**config.mk**
```make
export PLATFORM = sky130hd
export DESIGN_NAME = seg_scan_mux
export DESIGN_NICKNAME = d
export VERILOG_FILES = /design/src/rtl/seg_scan_mux.sv
export SDC_FILE = /design/constraint.sdc
export NUM_CORES = 1
export LEC_CHECK = 0
export CORE_MARGIN = 4
export CORE_UTILIZATION = 52
export CTS_CLUSTER_DIAMETER = 200
export DETAILED_ROUTE_END_ITERATION = 12
export GPL_ROUTABILITY_DRIVEN = 0
export PLACE_DENSITY = 0.79
export SLEW_MARGIN = 10
export SYNTH_ARGS = -nofsm -noshare
export SYNTH_HDL_FRONTEND = slang
export SYNTH_SLANG_ARGS = --single-unit
```
**constraint.sdc**
```tcl
create_clock -name clk -period 2.45 [get_ports clk]
set_input_delay 0.245 -clock clk [delete_from_list [all_inputs] [get_ports clk]]
set_output_delay 0.245 -clock clk [all_outputs]
set_load 0.1 [all_outputs]
```
**src/rtl/seg_scan_mux.sv**
```systemverilog
// seg_scan_mux
// Time-multiplexes six 7-segment digit codes onto one shared segment bus.
// Each digit slot opens with a blanking gap to prevent ghosting, then lights
// one anode. All six codes are captured together once per frame so that a
// frame never mixes old and new digits. Also handles optional hour-tens
// leading-zero blanking and a slowly blinking separator decimal point.
module seg_scan_mux #(
    parameter int SCAN_DIV     = 1000,
    parameter int BLANK_CYCLES = 16,
    parameter int BLINK_FRAMES = 250,
    parameter bit SEG_ACT_LOW  = 1'b1,
    parameter bit AN_ACT_LOW   = 1'b1
) (
    input  logic       clk,
    input  logic       rst,
    input  logic       en,
    input  logic       lz_blank,
    input  logic [6:0] seg_sec_unit,
    input  logic [6:0] seg_sec_tens,
    input  logic [6:0] seg_min_unit,
    input  logic [6:0] seg_min_tens,
    input  logic [6:0] seg_hour_unit,
    input  logic [6:0] seg_hour_tens,
    output logic [6:0] seg_out,
    output logic       dp_out,
    output logic [5:0] an_out,
    output logic       frame_start
);

    localparam int CW = $clog2(SCAN_DIV);
    localparam int FW = (BLINK_FRAMES > 1) ? $clog2(BLINK_FRAMES) : 1;

    typedef enum logic {
        ST_BLANK = 1'b0,
        ST_ON    = 1'b1
    } state_t;

    state_t          r_state;
    logic [2:0]      r_digit;
    logic [CW-1:0]   r_slotCnt;
    logic [FW-1:0]   r_frameCnt;
    logic            r_blinkPh;
    logic [5:0][6:0] r_snap;

    logic            w_snapTake;
    logic            w_blankEnd;
    logic            w_slotEnd;
    logic [6:0]      w_curSeg;
    logic            w_lit;
    logic            w_lzHide;
    logic [6:0]      w_segNext;
    logic            w_dpNext;
    logic [5:0]      w_anNext;

    // Decode slot boundaries, pick the snapshot digit, and form the next pin values
    always_comb begin
        w_snapTake = (r_state == ST_BLANK) && (r_digit == 3'd0) && (r_slotCnt == '0);
        w_blankEnd = (r_state == ST_BLANK) && (r_slotCnt == CW'(BLANK_CYCLES - 1));
        w_slotEnd  = (r_state == ST_ON) && (r_slotCnt == CW'(SCAN_DIV - 1));
        case (r_digit)
            3'd0:    w_curSeg = r_snap[0];
            3'd1:    w_curSeg = r_snap[1];
            3'd2:    w_curSeg = r_snap[2];
            3'd3:    w_curSeg = r_snap[3];
            3'd4:    w_curSeg = r_snap[4];
            3'd5:    w_curSeg = r_snap[5];
            default: w_curSeg = 7'h00;
        endcase
        w_lit     = (r_state == ST_ON) && en;
        w_lzHide  = lz_blank && (r_digit == 3'd5) && (w_curSeg == 7'h3F);
        w_segNext = w_lit ? w_curSeg : 7'h00;
        w_dpNext  = w_lit && r_blinkPh && ((r_digit == 3'd2) || (r_digit == 3'd4));
        w_anNext  = (w_lit && !w_lzHide) ? (6'd1 << r_digit) : 6'd0;
    end

    // Slot/digit scan FSM, frame counter, blink phase and per-frame snapshot
    always_ff @(posedge clk) begin
        if (rst) begin
            r_state     <= ST_BLANK;
            r_digit     <= 3'd0;
            r_slotCnt   <= '0;
            r_frameCnt  <= '0;
            r_blinkPh   <= 1'b0;
            r_snap      <= '0;
            frame_start <= 1'b0;
        end else begin
            frame_start <= w_snapTake;
            if (w_snapTake) begin
                r_snap <= {seg_hour_tens, seg_hour_unit, seg_min_tens,
                           seg_min_unit, seg_sec_tens, seg_sec_unit};
            end
            case (r_state)
                ST_BLANK: begin
                    r_slotCnt <= r_slotCnt + 1'b1;
                    if (w_blankEnd) begin
                        r_state <= ST_ON;
                    end
                end
                ST_ON: begin
                    if (w_slotEnd) begin
                        r_slotCnt <= '0;
                        r_state   <= ST_BLANK;
                        if (r_digit == 3'd5) begin
                            r_digit <= 3'd0;
                            if (r_frameCnt == FW'(BLINK_FRAMES - 1)) begin
                                r_frameCnt <= '0;
                                r_blinkPh  <= ~r_blinkPh;
                            end else begin
                                r_frameCnt <= r_frameCnt + 1'b1;
                            end
                        end else begin
                            r_digit <= r_digit + 3'd1;
                        end
                    end else begin
                        r_slotCnt <= r_slotCnt + 1'b1;
                    end
                end
                default: begin
                    r_state   <= ST_BLANK;
                    r_slotCnt <= '0;
                end
            endcase
        end
    end

    // Register the pins from the current FSM state, applying output polarity
    always_ff @(posedge clk) begin
        if (rst) begin
            seg_out <= {7{SEG_ACT_LOW}};
            dp_out  <= SEG_ACT_LOW;
            an_out  <= {6{AN_ACT_LOW}};
        end else begin
            seg_out <= w_segNext ^ {7{SEG_ACT_LOW}};
            dp_out  <= w_dpNext ^ SEG_ACT_LOW;
            an_out  <= w_anNext ^ {6{AN_ACT_LOW}};
        end
    end

endmodule

```
* Word-level counts from Yosys, hierarchy flattened
Cells that the tools add are included.
Word-level totals: RAM bits 0, bits in latches 0, memories kept 0, output and inout bits 15, bits in read-only memories 0, register bits after elaboration 80, word-level logic and storage cells 60, input port bits 46
Cells by class: equal/unequal tests 9, muxes and demuxes 10, $mul 0, magnitude comparators 0, reductions and logical operators 17, $add $sub $neg 3, div/mod/pow operators 0, bitwise logic cells 5, shift-type cells 1
Operator list (number):
- case mux 7 bit (6 select lines) | 1
- case mux 10 bit (2 select lines) | 1
- adder 10 x 1 -> 10 bit (second input constant) | 1
- equality test 10 bit (second input constant) | 1
- equality test 10 x 4 -> 1 bit (second input constant) | 1
- logical AND 1 bit | 10
- zero test 10 bit | 1
- two-way mux 10 bit | 1
- adder 8 x 1 -> 8 bit (second input constant) | 1
- equality test 8 bit (second input constant) | 1
- two-way mux 8 bit | 1
- equality test 7 x 6 -> 1 bit (second input constant) | 1
- two-way mux 7 bit | 1
- inverter 7 bit | 1
- equality test 3 x 2 -> 1 bit (second input constant) | 2
- equality test 3 bit (second input constant) | 2
- two-way mux 6 bit | 1
- inverter 6 bit | 1
- << shifter 1 x 3 -> 6 bit (first input constant) | 1
- AND reduction 4 bit | 1
- adder 3 x 1 -> 3 bit (second input constant) | 1
- equality test 3 x 1 -> 1 bit (second input constant) | 1
- zero test 3 bit | 1
- two-way mux 3 bit | 1
- 7 further kinds | 10

* Depth between registers and ports, before layout
depth after elaboration 8, depth in mapped cells 9

* Worst setup path after synthesis
No wires, ideal clock.
path type reg2reg, from register r_digit[1], to register an_out[3], required time 2387 ps, path buffers 3, slack 200 ps, cell stages (with the launch flop) 10, arrival 2187 ps, cells stage by stage dfxtp_1 > clkbuf_1 > clkbuf_1 > and2_1 > ha_1 > clkbuf_1 > a222oi_1 > a2111oi_0 > nand4_1 > nand3_1
On the way: longest elaborated chain between the ends 8, elaborated cells between the ends (all ways) 15, those cells by class 6 x eq/ne; 1 x shift; 2 x mux; 1 x bitwise; 5 x reduce/logical
RTL lines:
- start: declaration | line 39 | logic [2:0] r_digit;
- start signal: assignment | line 112 | r_digit <= r_digit + 3'd1;
- equality test 3 bit, or another cell as far along | line 60, 70
- case mux 7 bit (6 select lines) | line 60 | case (r_digit)
- equality test 7 x 6 -> 1 bit | line 70 | w_lzHide = lz_blank && (r_digit == 3'd5) && (w_curSeg == 7'h3F);
- logical AND 1 bit | line 70
- zero test 1 bit | line 73 | w_anNext = (w_lit && !w_lzHide) ? (6'd1 << r_digit) : 6'd0;
- logical AND 1 bit | line 73
- two-way mux 6 bit (*) | line 73
- inverter 6 bit (no source line) (*)
- end signal: assignment | line 131 | an_out <= {6{AN_ACT_LOW}};
- end signal: assignment | line 135 | an_out <= w_anNext ^ {6{AN_ACT_LOW}};
- end: declaration | line 26 | output logic [5:0] an_out,
Every way passes the cells marked *; elsewhere a longest branch is shown, timed or not. A chain may end at the register's enable or synchronous reset.

* Worst setup path in the final report
Ends and elaborated chain as after synthesis.

==> results.toml <==
[route]
vias = 2851
drt_iter0_drc = 193
dr.pass1.iters = 4
ant_nets = 0
vias_per_cell = 5.38
drcViolationCount = 0
wire_per_inst_um = 14.8
wirelength_um = 7830

[floorplan]
rows = 29
dieArea_mm2 = 0.00799
core_area_mm2 = 0.00639
io_pins = 61
die_w_um = 89.4
start_util_pct = 54.0
die_y_um = 89.4

[worst_setup_path]
crit_arrival_ps = 2310
reg2reg_slack_ps = 430
cp_max_fo = 16
endpoint_kind = "flop"
r2r_start = "r_digit[1]"
regToRegEndpoint = "an_out[3]"
reg2reg_depth = 6
required_ps = 2740
startpoint_type = "flop"
crit_type = "reg -> reg"

[final_layout]
final_util_pct = 64.8
areaGrowthSynthToFinish_pct = 20.0
diodes = 0
final_cell_area_mm2 = 0.00414
layout-drive-gt1-share_pct = 13.0
nets = 499

[cts]
clkTransAtPathRegs_ps = 80
post_cts_resize_count = 0
cts_setup_buffers = 0
max-clock-path-buffers = 2
cts_tree = "built"
htreeDepth = 3
clk_latency_ps = 350
cts_root_buf = "clkbuf_8"
cts_sinks = 80
ctsHoldBuffers = 0
cts_buffers = 9

[timing]
max_freq_ghz = 0.496
setup_viol = 0
drv_slew = 0
period_needed_ps = 2020
worst_pin_slew_ps = 485
fin_crit_sh_pct = 82.3
fin_worst_skew_ps = 6.88
setup-tns-final_ps = 0
slew_headroom_pct = 67.6
rsz0062_at_grt = "no"
layout_setup_ws_ps = 432
timing_hold_violations_final = 0

[hold_path]
min-delay-start = "rst"
hold-path-endpoint = "r_blinkPh"
hold_depth = 2
hold_class = "in -> reg"

[power_and_ir_drop]
p_per_area_mw_per_mm2 = 640
cellLeakagePower_nw = 1.64
ir_worst_vdd_uv = 386

[placed_design]
portBuffers = 60
placed_cell_area_mm2 = 0.00395
dp_hpwl_um = 5640
place_ws_ps = 472

[synth]
syn_inst = 391
synth-edff-count = 0
synth_area_mm2 = 0.00345
ys.warnings.count = 0
synth_area_leader_cell = "dfxtp_1"
async_flop_share_pct = 0
synthFlopType = "dfxtp_1"
syn-num-nets = 442
synthTopCellsByCount = "104 x nand2_1, 80 x dfxtp_1, 39 x a21oi_1, 28 x nor2_1, 10 x and3b_1"
ys_seq_area_share_pct = 46.5
synth_top_area_share_pct = 46.5
synth_area_per_cell_um2 = 8.81
ys_seq_elements = 80
yosysMostFrequentCell = "nand2_1"
ys_types = 47
ys_top_cells_by_area = "dfxtp_1 46%, nand2_1 11%, a21oi_1 5.7%, nor2_1 3.1%, buf_6 2.6%"

[outcome]
status = "completed"

[grt]
grt_pass1_vias = 2826
overflow = 0
antenna_found_initial = 0
grtUsageTotal_pct = 21.1
grtUsageMet2_pct = 34.8
gr-usage-met3_pct = 4.88
grt_use_met1_pct = 26.3
grt_pass1_wl_um = 13000
grt_max_degree = 36
global_route.peak_usage_layer = "met2"

[flow_run]
drv_cap = 0
-- worst max-delay path by stage --
stage,startpoint,endpoint,cells past startpoint
6_report,r_digit[1],an_out[3],6
5_1_grt,r_digit[1],an_out[3],6
4_1_cts,r_digit[1],r_frameCnt[1],6
3_5_place_dp,r_digit[1],r_frameCnt[6],7
3_3_place_gp,r_digit[1],r_frameCnt[1],6
2_1_floorplan,r_digit[1],an_out[3],9
-- critical path, cell delays in order (launching register included) --
cell	delay (ps)
dfxtp_1	450
buf_4	260
and3b_1	330
a22o_1	250
a2111oi_0	390
nand4_1	170
nand3_1	110
-- area by class of cell --
type                       instances  area [µm²]
clock buffer                      13         169
sequential                        80        1600
timing repair buffer              71         641
multi-input combinational        280        1590
inverter                           6        22.5
clock inverter                     3        15.0
fill                             558        2250
tap                               77        96.3
-- through the flow --
step / std cells / power [mW] / hold WS, ps
3_3_place_gp: 514 / 1.76 / 440
3_5_place_dp: 514 / 1.77 / 445
4_1_cts: 530 / 2.65 / 269
2_1_floorplan: 391 / 1.68 / 378
5_1_grt: 530 / 2.75 / 300
6_report: 530 / 2.65 / 272
-- cells in the final DEF, fill, tap and decap left out, types with 2 or more instances in the layout --
cell / netlist / routed
mux2i_1: 3 / 3
and3b_1: 10 / 10
nand3_1: 6 / 6
nand4_1: 8 / 8
o21ai_0: 5 / 5
nor3_1: 3 / 3
nor2b_1: 2 / 2
clkdlybuf4s50_1: 0 / 44
a22oi_1: 3 / 3
inv_1: 6 / 6
nor2_1: 28 / 28
dfxtp_1: 80 / 80
xnor2_1: 9 / 9
clkinv_2: 0 / 3
nand2b_1: 2 / 2
nand3b_1: 2 / 2
a222oi_1: 4 / 4
ha_1: 5 / 5
mux2_2: 6 / 6
a21oi_2: 6 / 6
a21oi_1: 39 / 39
and3_1: 6 / 6
clkbuf_8: 0 / 12
nand4b_1: 2 / 2
xor2_1: 9 / 9
nand2_1: 104 / 104
buf_4: 2 / 26
a221oi_1: 2 / 2
-- cells by family after synthesis --
logic type	synth area share, %
AO/OA/AOI/OAI	11.9
XOR/XNOR	4.58
adder cells (fa/ha/maj)	1.82
buffers and inverters	7.37
flip-flops	46.5
multiplexers	2.83
AND/OR/NAND/NOR	25.0
-- report_power, final --
part / internal [mW] / switching, mW / leakage (nW)
clock network: 0.447 / 0.456 / 0.0992
logic: 0.149 / 0.178 / 0.890
registers: 1.37 / 0.0461 / 0.654
-- metal layers --
metal | share of wire (%) | vias to the layer above | wire, µm
met1 | 45 | 1309 | 3550
li1 | - | 1437 | -
met3 | 6.1 | 15 | 481
met5 | 0 | - | 0
met2 | 46 | 90 | 3630
met4 | 2.2 | 0 | 170
-- state kept, by name (all words and copies together) (netlist names) --
register	count
an_out	6
dp_out	1
frame_start	1
r_blinkPh	1
r_digit	3
r_frameCnt	8
r_slotCnt	10
r_snap	42
r_state	1
seg_out	7
(Power assumes the default switching activity.)
